File: config.mk
export PLATFORM = sky130hd
export DESIGN_NAME = iter_mul_div_unit
export DESIGN_NICKNAME = d
export VERILOG_FILES = /design/src/rtl/iter_mul_div_unit.sv
export SDC_FILE = /design/constraint.sdc
export NUM_CORES = 1
export LEC_CHECK = 0
export ABC_AREA = 1
export ABC_CLOCK_PERIOD_IN_PS = 7440
export BUFFER_PORTS_ARGS = -buffer_cell sky130_fd_sc_hd__buf_4
export CORE_MARGIN = 4
export CORE_UTILIZATION = 50
export CTS_CLUSTER_DIAMETER = 150
export DETAILED_ROUTE_END_ITERATION = 10
export PLACE_DENSITY = 0.69
export SLEW_MARGIN = 20
export SYNTH_ARGS = -nofsm -noshare
export SYNTH_HDL_FRONTEND = slang
export SYNTH_SLANG_ARGS = --single-unit
File: constraint.sdc
create_clock -name clk -period 7.44 [get_ports clk]
set_clock_uncertainty 0.1 [all_clocks]
set_input_delay 1.488 -clock clk [delete_from_list [all_inputs] [get_ports clk]]
set_output_delay 1.488 -clock clk [all_outputs]
set_load 0.05 [all_outputs]
File: src/rtl/iter_mul_div_unit.sv
// iter_mul_div_unit: multi-cycle MIPS32 multiply/divide unit with architectural HI/LO.
// Operands are reduced to magnitudes on accept and iterated one radix-2 step per
// clock. Multiply uses shift-add, divide uses restoring division. Signs are
// re-applied in a final fix-up cycle, which is also the only cycle that writes the
// result into HI/LO.
module iter_mul_div_unit #(
    parameter int WIDTH = 32
) (
    input  logic             clk,
    input  logic             rst_n,
    input  logic             start,
    input  logic [1:0]       op,
    input  logic [WIDTH-1:0] in_a,
    input  logic [WIDTH-1:0] in_b,
    input  logic             hi_we,
    input  logic             lo_we,
    input  logic [WIDTH-1:0] wdata,
    output logic             busy,
    output logic             done,
    output logic             div_zero,
    output logic [WIDTH-1:0] hi,
    output logic [WIDTH-1:0] lo
);

    localparam int CNT_W = $clog2(WIDTH + 1);

    localparam logic [1:0] IDLE = 2'd0;
    localparam logic [1:0] CALC = 2'd1;
    localparam logic [1:0] FIX  = 2'd2;

    localparam logic [CNT_W-1:0] LAST_STEP = CNT_W'(WIDTH - 1);

    logic [1:0]       state;
    logic [CNT_W-1:0] count;
    logic             isDiv;
    logic             negHi;
    logic             negLo;
    logic             bZero;
    // opnd: multiplicand for multiply, divisor for divide.
    logic [WIDTH-1:0] opnd;
    // accHi/accLo: partial product (high/low) or remainder/quotient-dividend shifter.
    logic [WIDTH-1:0] accHi;
    logic [WIDTH-1:0] accLo;

    logic [WIDTH:0]     mulSum;
    logic [WIDTH:0]     divTrial;
    logic [WIDTH-1:0]   stepHi;
    logic [WIDTH-1:0]   stepLo;
    logic [2*WIDTH-1:0] prodRes;
    logic [WIDTH-1:0]   resHi;
    logic [WIDTH-1:0]   resLo;

    // Magnitude of an operand; signed ops take |v| (most-negative maps to itself,
    // which reads correctly as an unsigned magnitude).
    function automatic logic [WIDTH-1:0] magOf(input logic signed [WIDTH-1:0] v,
                                               input logic isSigned);
        logic signed [WIDTH-1:0] negV;
        negV = -v;
        return (isSigned && v[WIDTH-1]) ? $unsigned(negV) : $unsigned(v);
    endfunction

    // Conditional two's-complement negation of a WIDTH-bit value.
    function automatic logic [WIDTH-1:0] negateW(input logic [WIDTH-1:0] v, input logic en);
        return en ? (~v + 1'b1) : v;
    endfunction

    // Conditional two's-complement negation of a 2*WIDTH-bit product.
    function automatic logic [2*WIDTH-1:0] negate2W(input logic [2*WIDTH-1:0] v,
                                                    input logic en);
        return en ? (~v + 1'b1) : v;
    endfunction

    assign busy = (state != IDLE);

    // One radix-2 step: shift-add for multiply, shift-subtract-restore for divide.
    always_comb begin
        mulSum   = {1'b0, accHi} + (accLo[0] ? {1'b0, opnd} : {(WIDTH + 1){1'b0}});
        divTrial = {accHi, accLo[WIDTH-1]} - {1'b0, opnd};
        stepHi   = mulSum[WIDTH:1];
        stepLo   = {mulSum[0], accLo[WIDTH-1:1]};
        if (isDiv) begin
            // Trial is negative exactly when bit WIDTH is set; then keep the shifted remainder.
            stepHi = divTrial[WIDTH] ? {accHi[WIDTH-2:0], accLo[WIDTH-1]}
                                     : divTrial[WIDTH-1:0];
            stepLo = {accLo[WIDTH-2:0], ~divTrial[WIDTH]};
        end
    end

    // Sign fix-up of the finished magnitudes; divide-by-zero forces an all-ones quotient.
    always_comb begin
        prodRes = negate2W({accHi, accLo}, negLo);
        resHi   = prodRes[2*WIDTH-1:WIDTH];
        resLo   = prodRes[WIDTH-1:0];
        if (isDiv) begin
            // With a zero divisor the remainder is |a|, so restoring the dividend sign
            // reproduces the captured in_a exactly.
            resHi = negateW(accHi, negHi);
            resLo = bZero ? {WIDTH{1'b1}} : negateW(accLo, negLo);
        end
    end

    // Control FSM, operand capture, iteration registers and architectural HI/LO.
    always_ff @(posedge clk) begin
        if (!rst_n) begin
            state    <= IDLE;
            count    <= '0;
            isDiv    <= 1'b0;
            negHi    <= 1'b0;
            negLo    <= 1'b0;
            bZero    <= 1'b0;
            opnd     <= '0;
            accHi    <= '0;
            accLo    <= '0;
            done     <= 1'b0;
            div_zero <= 1'b0;
            hi       <= '0;
            lo       <= '0;
        end else begin
            done <= 1'b0;
            case (state)
                IDLE: begin
                    if (hi_we) hi <= wdata;
                    if (lo_we) lo <= wdata;
                    if (start) begin
                        isDiv <= op[1];
                        bZero <= (in_b == '0);
                        count <= '0;
                        accHi <= '0;
                        if (op[1]) begin
                            opnd  <= magOf(in_b, op[0]);
                            accLo <= magOf(in_a, op[0]);
                            negLo <= op[0] & (in_a[WIDTH-1] ^ in_b[WIDTH-1]);
                            negHi <= op[0] & in_a[WIDTH-1];
                        end else begin
                            opnd  <= magOf(in_a, op[0]);
                            accLo <= magOf(in_b, op[0]);
                            negLo <= op[0] & (in_a[WIDTH-1] ^ in_b[WIDTH-1]);
                            negHi <= op[0] & (in_a[WIDTH-1] ^ in_b[WIDTH-1]);
                        end
                        state <= CALC;
                    end
                end
                CALC: begin
                    accHi <= stepHi;
                    accLo <= stepLo;
                    count <= count + 1'b1;
                    if (count == LAST_STEP) state <= FIX;
                end
                FIX: begin
                    hi       <= resHi;
                    lo       <= resLo;
                    done     <= 1'b1;
                    div_zero <= isDiv & bZero;
                    state    <= IDLE;
                end
                default: state <= IDLE;
            endcase
        end
    end

endmodule

# --- After elaboration in Yosys (flattened, before gate mapping) ---
# Cells that the tools add are included.
op_classes:
  n_addsub: 8
  n_eq_ne: 7
  mux: 29
  bitwise: 8
  reduce_logical: 12
op_table:
  columns: ["cell", "count"]
  rows:
  - ["$mux W32", 17]
  - ["$pmux W32 S2", 4]
  - ["$add A32 B1 Y32 const B", 2]
  - ["$add A64 B1 Y64 const B", 1]
  - ["$mux W64", 1]
  - ["$neg A32 Y32", 2]
  - ["$not A32 Y32", 2]
  - ["$not A64 Y64", 1]
  - ["$add A32 B32 Y33", 1]
  - ["$sub A33 B32 Y33", 1]
  - ["$logic_not A32 Y1", 1]
  - ["$pmux W6 S2", 1]
  - ["$reduce_and A2 Y1", 5]
  - ["$ne A2 B2 Y1 const B", 4]
  - ["$add A6 B1 Y6 const B", 1]
  - ["$eq A6 B5 Y1 const B", 1]
  - ["$mux W6", 1]
  - ["$reduce_bool A2 Y1", 3]
  - ["$mux W2", 2]
  - ["$pmux W2 S2", 1]
  - ["$and A1 B1 Y1", 3]
  - ["$eq A2 B1 Y1 const B", 1]
  - ["$eq A2 B2 Y1 const B", 1]
  - ["$logic_and A1 B1 Y1", 2]
  - ["other kinds (4)", 5]
totals:
  register_bits: 174
  input_bits: 103
  out_inout_bits: 67
  wordCells: 77

# --- Longest topological paths before layout ---
# Gate-level depths: netlist (run 1).
depth:
  word_depth: 6
  depth_mapped: 20
  mapped_depth_nobuf: 19

# --- Worst setup path before layout (run 1) ---
# Ideal clock, no wire load.
synth_path:
  path_kind: "input to register"
  startpoint: "input in_a[0]"
  endpoint: "register accLo[22]"
  setup_time_ps: 70
  t_arrival_ps: 2878
  required_time_ps: 7270
  slack_ps: 4393
  stages: 11
  path_buffers: 0
  cell_sequence: "inv_1 -> ha_1 -> nand4_1 -> nor2_2 -> nand2_1 -> o21ai_1 -> o21ai_0 -> or2_1 -> nand3_1 -> nand3_1 -> a21oi_1"
synth_via:
  elab_chain_len: 5
synth_rtl:
  columns: ["item", "line", "text"]
  rows:
  - ["start: declaration", "13", "input logic [WIDTH-1:0] in_a,"]
  - ["$neg A32 Y32", "58", "negV = -v;"]
  - ["$mux W32", "59", "return (isSigned && v[WIDTH-1]) ? $unsigned(negV) : $unsigned(v);"]
  - ["$mux W32", "129", "if (op[1]) begin"]
  - ["$mux W32", "124", "if (start) begin"]
  - ["$pmux W32 S2", "120", "case (state)"]
  - ["end signal: assignment", "131", "accLo <= magOf(in_a, op[0]);"]
  - ["end signal: assignment", "136", "accLo <= magOf(in_b, op[0]);"]
  - ["end signal: assignment", "145", "accLo <= stepLo;"]
  - ["end: declaration", "43", "logic [WIDTH-1:0] accLo;"]
# Every way passes these cells. The select of a mux whose other input is x is not followed.
# A chain may end at the register's enable or synchronous reset.

# --- Worst setup path after layout (run 1) ---
layout_path:
  startpoint: "input start"
  endpoint: "register accLo[19]"
layout_via:
  elab_chain_len: 2
layout_rtl:
  columns: ["item", "line", "text"]
  rows:
  - ["start: declaration", "11", "input logic start,"]
  - ["$ne A2 B2 Y1 (no source line)", null, null]
  - ["$reduce_and A2 Y1 (no source line)", null, null]
# Every way passes these cells.

==> impl_metrics.yaml, run 1 <==
floorplan:
  ios: 170
  num_rows: 67
  die_h_um: 194
  die_area_um2: 37800
  fp.dieW_um: 194
  coreArea_um2: 33900
  start_util_pct: 51.2
cells_and_area:
  final_util_pct: 57.3
  finalInstanceArea_um2: 19400
  nets: 3366
  synthToLayoutAreaGrowth_pct: 11.9
  drive_gt1_share_pct: 8.11
  final_cells: 3654
  fill_cells: 3558
routing:
  vias: 21548
  dr.pass1.iters: 6
  final_antenna_net_count: 0
  totalWireLength_um: 72500
  drtIter0Drc: 2598
  vias_per_cell: 5.90
  wire_per_inst_um: 19.8
  remaining_drc_errors: 0
cts:
  clock-root-buffer: "clkbuf_16"
  clock_path_buffers: 2
  clk_latency_ns: 0.45
  cts_tree: "built"
  postCtsHoldBufs: 0
  cts.clk_slew.worst_paths_ns: 0.08
  ctsHtreeMaxLevel: 4
  cts_buffers: 17
  cts_resized: 0
  cts_sinks: 174
  cts_setup_buffers: 0
setup_path:
  path_max_fanout: 60
  crit_buf_inv: 4
  critPathMostFrequentCell: "buf_4"
  end_kind: "flop"
  crit_path_cell_trace: "buf_4, nand2_1, inv_1, nor2_4, buf_4, inv_2, o21ai_0, a21oi_1"
  cp.required_ns: 7.64
  critPathTopFamily: "buffers and inverters"
  cp-start-kind: "primary input"
  crit_arrival_ns: 4.36
  critPathSlowestCell: "nand2_1"
  cpPeakStageDelay_ns: 0.61
  criticalPathCategory: "in -> reg"
power:
  combPwrFrac_pct: 42.2
  powerDensity_nw_per_um2: 182
  p_leak_nw: 9.61
  p_int_mw: 1.93
  power.share.clock_pct: 26.5
  power_switching_mw: 1.61
  ir_drop_mv: 0.136
  power_mw: 3.54
  pwr-share-seq_pct: 31.3
  swShare_pct: 45.4
global_routing:
  antenna_found_initial: 2
  grt_pass1_wl_um: 109000
  track_usage_pct: 36.2
  grt_max_degree: 70
  grt.overflow.total: 0
  grt_pass1_vias: 19234
placed_design:
  place_inst: 3621
  numPortBuffers: 169
  place_area_um2: 18800
  place_congestion: 1.05
  place_ws_ns: 2.64
  hpwlAfterDp_um: 58400
sta:
  fin_crit_ns: 4.16
  drv_slew: 0
  setup_slack_ns: 3.28
  tightest_slew_ns: 1.04
  tns_ns: 0
  fmax_ghz: 0.241
  relSlewSlack_pct: 30.4
  hold_ws_ns: 0.398
  setup_viol: 0
  rsz0062_at_grt: "false"
  fin_crit_sh_pct: 55.9
  finalHoldViolations: 0
synthesis:
  synth_area_per_cell_um2: 5.57
  synth_edf_count: 0
  synth_area_leader_cell: "dfxtp_1"
  synth_top_area_share_pct: 20.1
  ys_warn_count: 0
  synthesis.area_um2: 17400
  synth.distinct_cells: 50
  synth_seq_area_share_pct: 20.1
  netlist_instances: 3113
  synth-main-ff-cell: "dfxtp_1"
  synth.area.top_cells: "dfxtp_1, nand2_1, inv_1, nand3_1, a21oi_1"
  async_flop_share_pct: 0
  syn_nets: 3287
  ys_ff_latch: 174
outcome:
  status: "finished, final reports clean"
worst_hold_path:
  hold_class: "reg -> reg"
run:
  maxCapViolCount: 0
==> cell type report <==
type                            instances  area, um^2  share of cell area, %
Antenna cell                            1        2.50                 0.0129
Clock buffer                           17         425                   2.19
Clock inverter                         15         190                  0.980
Inverter                              470        1760                   9.09
Multi-Input combinational cell       2346       11600                   59.8
Sequential cell                       174        3480                   18.0
Tap cell                              448         561                   2.89
Timing Repair Buffer                  183        1370                   7.08
==> cell usage in the layout (no fill, tap or decap), drive strengths merged, types with 3 or more instances in the layout <==
master  count
dfxtp     174
nand2     841
o31ai       3
nor4        3
a211oi      3
a21o        6
or2        15
a22oi       8
a221oi      3
buf       183
nand3b     12
a21oi     273
clkbuf     17
nand4      27
o211ai     34
inv       475
o21ai     275
nand3     320
o21bai      9
nor3       39
ha         69
xor2       56
a31oi      33
o221ai      5
and2        8
clkinv      7
o22ai       5
xnor2      14
nor2      275
==> registers in the layout (all words and copies together) (netlist names) <==
register,cells
state,2
hi,32
lo,32
bZero,1
negLo,1
count,6
accLo,32
opnd,32
done,1
div_zero,1
accHi,32
isDiv,1
negHi,1
==> path summary, 6_finish.rpt <==
kind	startpoint	to	depth (start not counted)	slack (ns)
max	start	accLo[19]$_SDFFE_PN0P_	8	3.28
min	count[3]$_SDFFE_PN0P_	count[3]$_SDFFE_PN0P_	2	0.40
max reg2reg	accLo[31]$_SDFFE_PN0P_	accHi[20]$_SDFFE_PN0P_	18	3.65
min reg2reg	count[3]$_SDFFE_PN0P_	count[3]$_SDFFE_PN0P_	2	0.40
==> power groups by stage <==
stage | logic [mW] | clock network [mW] | registers, mW
after detailed placement | 1.45 | 0 | 1.12
final | 1.50 | 0.939 | 1.11
after global placement | 1.43 | 0 | 1.12
after floorplan | 0.946 | 0 | 1.18
after global routing | 1.63 | 0.966 | 1.11
after CTS | 1.46 | 0.933 | 1.10
==> cells in the mapped netlist, drive strengths merged (3+ instances only) <==
| cell type | instances |
|---|---|
| o31ai | 3 |
| nor2 | 275 |
| a31oi | 33 |
| or2 | 15 |
| a211oi | 3 |
| o22ai | 5 |
| nand3b | 12 |
| xnor2 | 14 |
| nand2 | 841 |
| ha | 69 |
| nand3 | 320 |
| nand4 | 27 |
| o211ai | 34 |
| o21bai | 9 |
| buf | 22 |
| o221ai | 5 |
| clkbuf | 101 |
| nor3 | 39 |
| a21o | 6 |
| o21ai | 275 |
| nor4 | 3 |
| a221oi | 3 |
| inv | 468 |
| xor2 | 56 |
| dfxtp | 174 |
| a22oi | 8 |
| a21oi | 273 |
| and2 | 8 |
==> layer usage <==
metal  part of all wire [%]  wire (um)  vias up  global-route usage, %
li1                       -          -    10298                      -
met2                     42      30200     1327                   54.4
met1                     42      30300     9723                   49.9
met3                     11       8150      198                   7.05
met4                    5.4       3890        2                   17.1
met5                  0.018         13        -                      0
==> worst reg2reg max path: cells and delay by family (launching register included) <==
| kind | cells | cell delay [ns] |
|---|---|---|
| AND/OR/NAND/NOR | 12 | 1.59 |
| AO/OA/AOI/OAI | 1 | 0.12 |
| adder cells (fa/ha/maj) | 2 | 0.64 |
| flip-flops | 1 | 0.58 |
| buffers and inverters | 3 | 0.70 |
==> cells by family (layout without fill, tap and decap cells) <==
group,count (synthesis),count (layout),synth area share [%]
simple gates,1543,1543,37.4
compound gates,662,662,20.6
buf+inv,593,685,13.1
flops,174,174,20.1
fa+ha+maj,71,71,5.21
xor+xnor,70,70,3.53
other cells,0,1,0
Power figures use the tool's default switching activity.
==> inputs of run 2 (changes only) <==
--- a/config.mk
+++ b/config.mk
@@ -6,7 +6,7 @@
 export NUM_CORES = 1
 export LEC_CHECK = 0
 export ABC_AREA = 1
-export ABC_CLOCK_PERIOD_IN_PS = 7440
+export ABC_CLOCK_PERIOD_IN_PS = 4300
 export BUFFER_PORTS_ARGS = -buffer_cell sky130_fd_sc_hd__buf_4
 export CORE_MARGIN = 4
 export CORE_UTILIZATION = 50
==> constraint.sdc (replaced) <==
create_clock -name clk -period 4.3 [get_ports clk]
set_clock_uncertainty 0.1 [all_clocks]
set_input_delay 0.86 -clock clk [delete_from_list [all_inputs] [get_ports clk]]
set_output_delay 0.86 -clock clk [all_outputs]
set_load 0.05 [all_outputs]
==> impl_metrics.yaml, run 2 (same netlist as run 1, synthesis figures left out) <==
setup_path:
  crit_arrival_ns: 3.65
  criticalPathCategory: "reg -> reg"
  critPathSlowestCell: "dfxtp_1"
  end_kind: "flop"
  crit_buf_inv: 3
  crit_path_cell_trace: "inv_1, ha_1, fa_1, inv_1, nand2_1, nand2_1, nand3_1, nand2_2, nand2_1, nand2_2, nand2_2, nand3_2, nand2_4, inv_2, nand2_1, nand3_1, nand2_1, a21oi_1"
  cp.required_ns: 4.58
  path_max_fanout: 38
  critPathMostFrequentCell: "nand2_1"
  cpPeakStageDelay_ns: 0.48
  r2r_setup_slack_ns: 0.93
  cp-start-kind: "flop"
  critPathTopFamily: "simple AND/OR/NAND/NOR gates"
routing:
  final_antenna_net_count: 0
  drtIter0Drc: 3046
  dr.pass1.iters: 6
  wire_per_inst_um: 20.3
  totalWireLength_um: 74500
  vias_per_cell: 5.89
  remaining_drc_errors: 0
  vias: 21630
sta:
  fin_crit_ns: 3.37
  fin_crit_sh_pct: 78.3
  relSlewSlack_pct: 34.4
  finalHoldViolations: 0
  setup_viol: 0
  drv_slew: 0
  rsz0062_at_grt: "false"
  fmax_ghz: 0.297
  tns_ns: 0
  tightest_slew_ns: 0.983
cells_and_area:
  nets: 3386
  regArea_um2: 3480
  fill_cells: 3572
  final_common_cell: "nand2_1"
  drive_gt1_share_pct: 8.68
  synthToLayoutAreaGrowth_pct: 12.6
  n_antenna_cell: 0
  layout_common_cells: "nand2_1, inv_1, nand3_1"
  multi_input_area_um2: 11600
cts:
  cts_sinks: 174
  clk_latency_ns: 0.46
  ctsHtreeMaxLevel: 4
  cts.clk_slew.worst_paths_ns: 0.07
  cts_tree: "built"
  postCtsHoldBufs: 0
  clock_path_buffers: 2
  cts_setup_buffers: 0
  clock-root-buffer: "clkbuf_16"
  cts_buffers: 17
  cts_resized: 0
placed_design:
  numPortBuffers: 169
  hpwlAfterDp_um: 59900
  place_congestion: 1.05
power:
  powerDensity_nw_per_um2: 316
  ir_drop_mv: 0.316
  p_leak_nw: 9.71
  power_mw: 6.17
outcome:
  status: "finished, final reports clean"
worst_hold_path:
  hold_class: "reg -> reg"
global_routing:
  track_usage_pct: 37.2
  grt_pass1_vias: 19230
  grt_pass1_wl_um: 112000
  grt_max_degree: 67
  grt.overflow.total: 0
  antenna_found_initial: 0
floorplan:
  die_h_um: 194
  num_rows: 67
  start_util_pct: 51.2
  coreArea_um2: 33900
  die_area_um2: 37800
  ios: 170
  fp.dieW_um: 194
run:
  maxCapViolCount: 0
-- run 2: cell count changes in the layout (fill, tap and decap cells not counted), sizes merged --
cell      previous run  this run
buf                183       203
bufinv               1         0
clkbuf              17        18
clkinv               7         8
clkinvlp             2         0
diode                1         0
inv                475       476
-- run 2: metrics by stage --
stage | utilization [%] | instance area [um^2] | std cells | worst slack, ns | hold WS (ns)
final | 57.7 | 19500 | 3673 | 0.933 | 0.389
after global routing | 57.7 | 19500 | 3673 | 0.671 | 0.408
after CTS | 57.7 | 19500 | 3673 | 0.992 | 0.379
after detailed placement | 55.9 | 18900 | 3641 | 1.02 | 0.365
after global placement | 55.9 | 18900 | 3641 | 1.02 | 0.354
after floorplan | - | 17400 | 3113 | 1.67 | 0.337
-- run 2: final cells by class --
| class | count | share of cell area (%) |
|---|---|---|
| inverters | 470 | 9.03 |
| clock buffers | 18 | 2.25 |
| multi-input cells | 2346 | 59.4 |
| flip-flops and latches | 174 | 17.8 |
| well taps | 448 | 2.87 |
| repair buffers | 203 | 7.80 |
| clock inverters | 14 | 0.832 |
-- run 2: per-layer routing --
metal	vias to the layer above	track usage [%]	routed length, um	share of wire, %
met2	1300	53.3	30100	40
met3	153	10.1	9620	13
met4	0	14.2	3140	4.2
met1	9867	53.3	31700	43
li1	10310	-	-	-
met5	-	0	0	0
-- run 2: final timing paths --
path / startpoint / to / cells past startpoint
worst max-delay path: accLo[31]$_SDFFE_PN0P_ / accHi[19]$_SDFFE_PN0P_ / 18
worst min-delay path: count[5]$_SDFFE_PN0P_ / count[5]$_SDFFE_PN0P_ / 1
worst max register to register: accLo[31]$_SDFFE_PN0P_ / accHi[19]$_SDFFE_PN0P_ / 18
worst min register to register: count[5]$_SDFFE_PN0P_ / count[5]$_SDFFE_PN0P_ / 1
-- run 2: where the power goes --
group	internal [mW]	switching (mW)
combinational	0.782	1.85
clock	0.803	0.813
sequential	1.74	0.180
-- run 2: worst register-to-register path: cells and delay by family, from the launching register on --
kind / cells / cell delay [ns]
AO/OA/AOI/OAI: 1 / 0.13
adder cells (fa/ha/maj): 2 / 0.61
buffers and inverters: 3 / 0.55
flip-flops: 1 / 0.48
AND/OR/NAND/NOR: 12 / 1.43
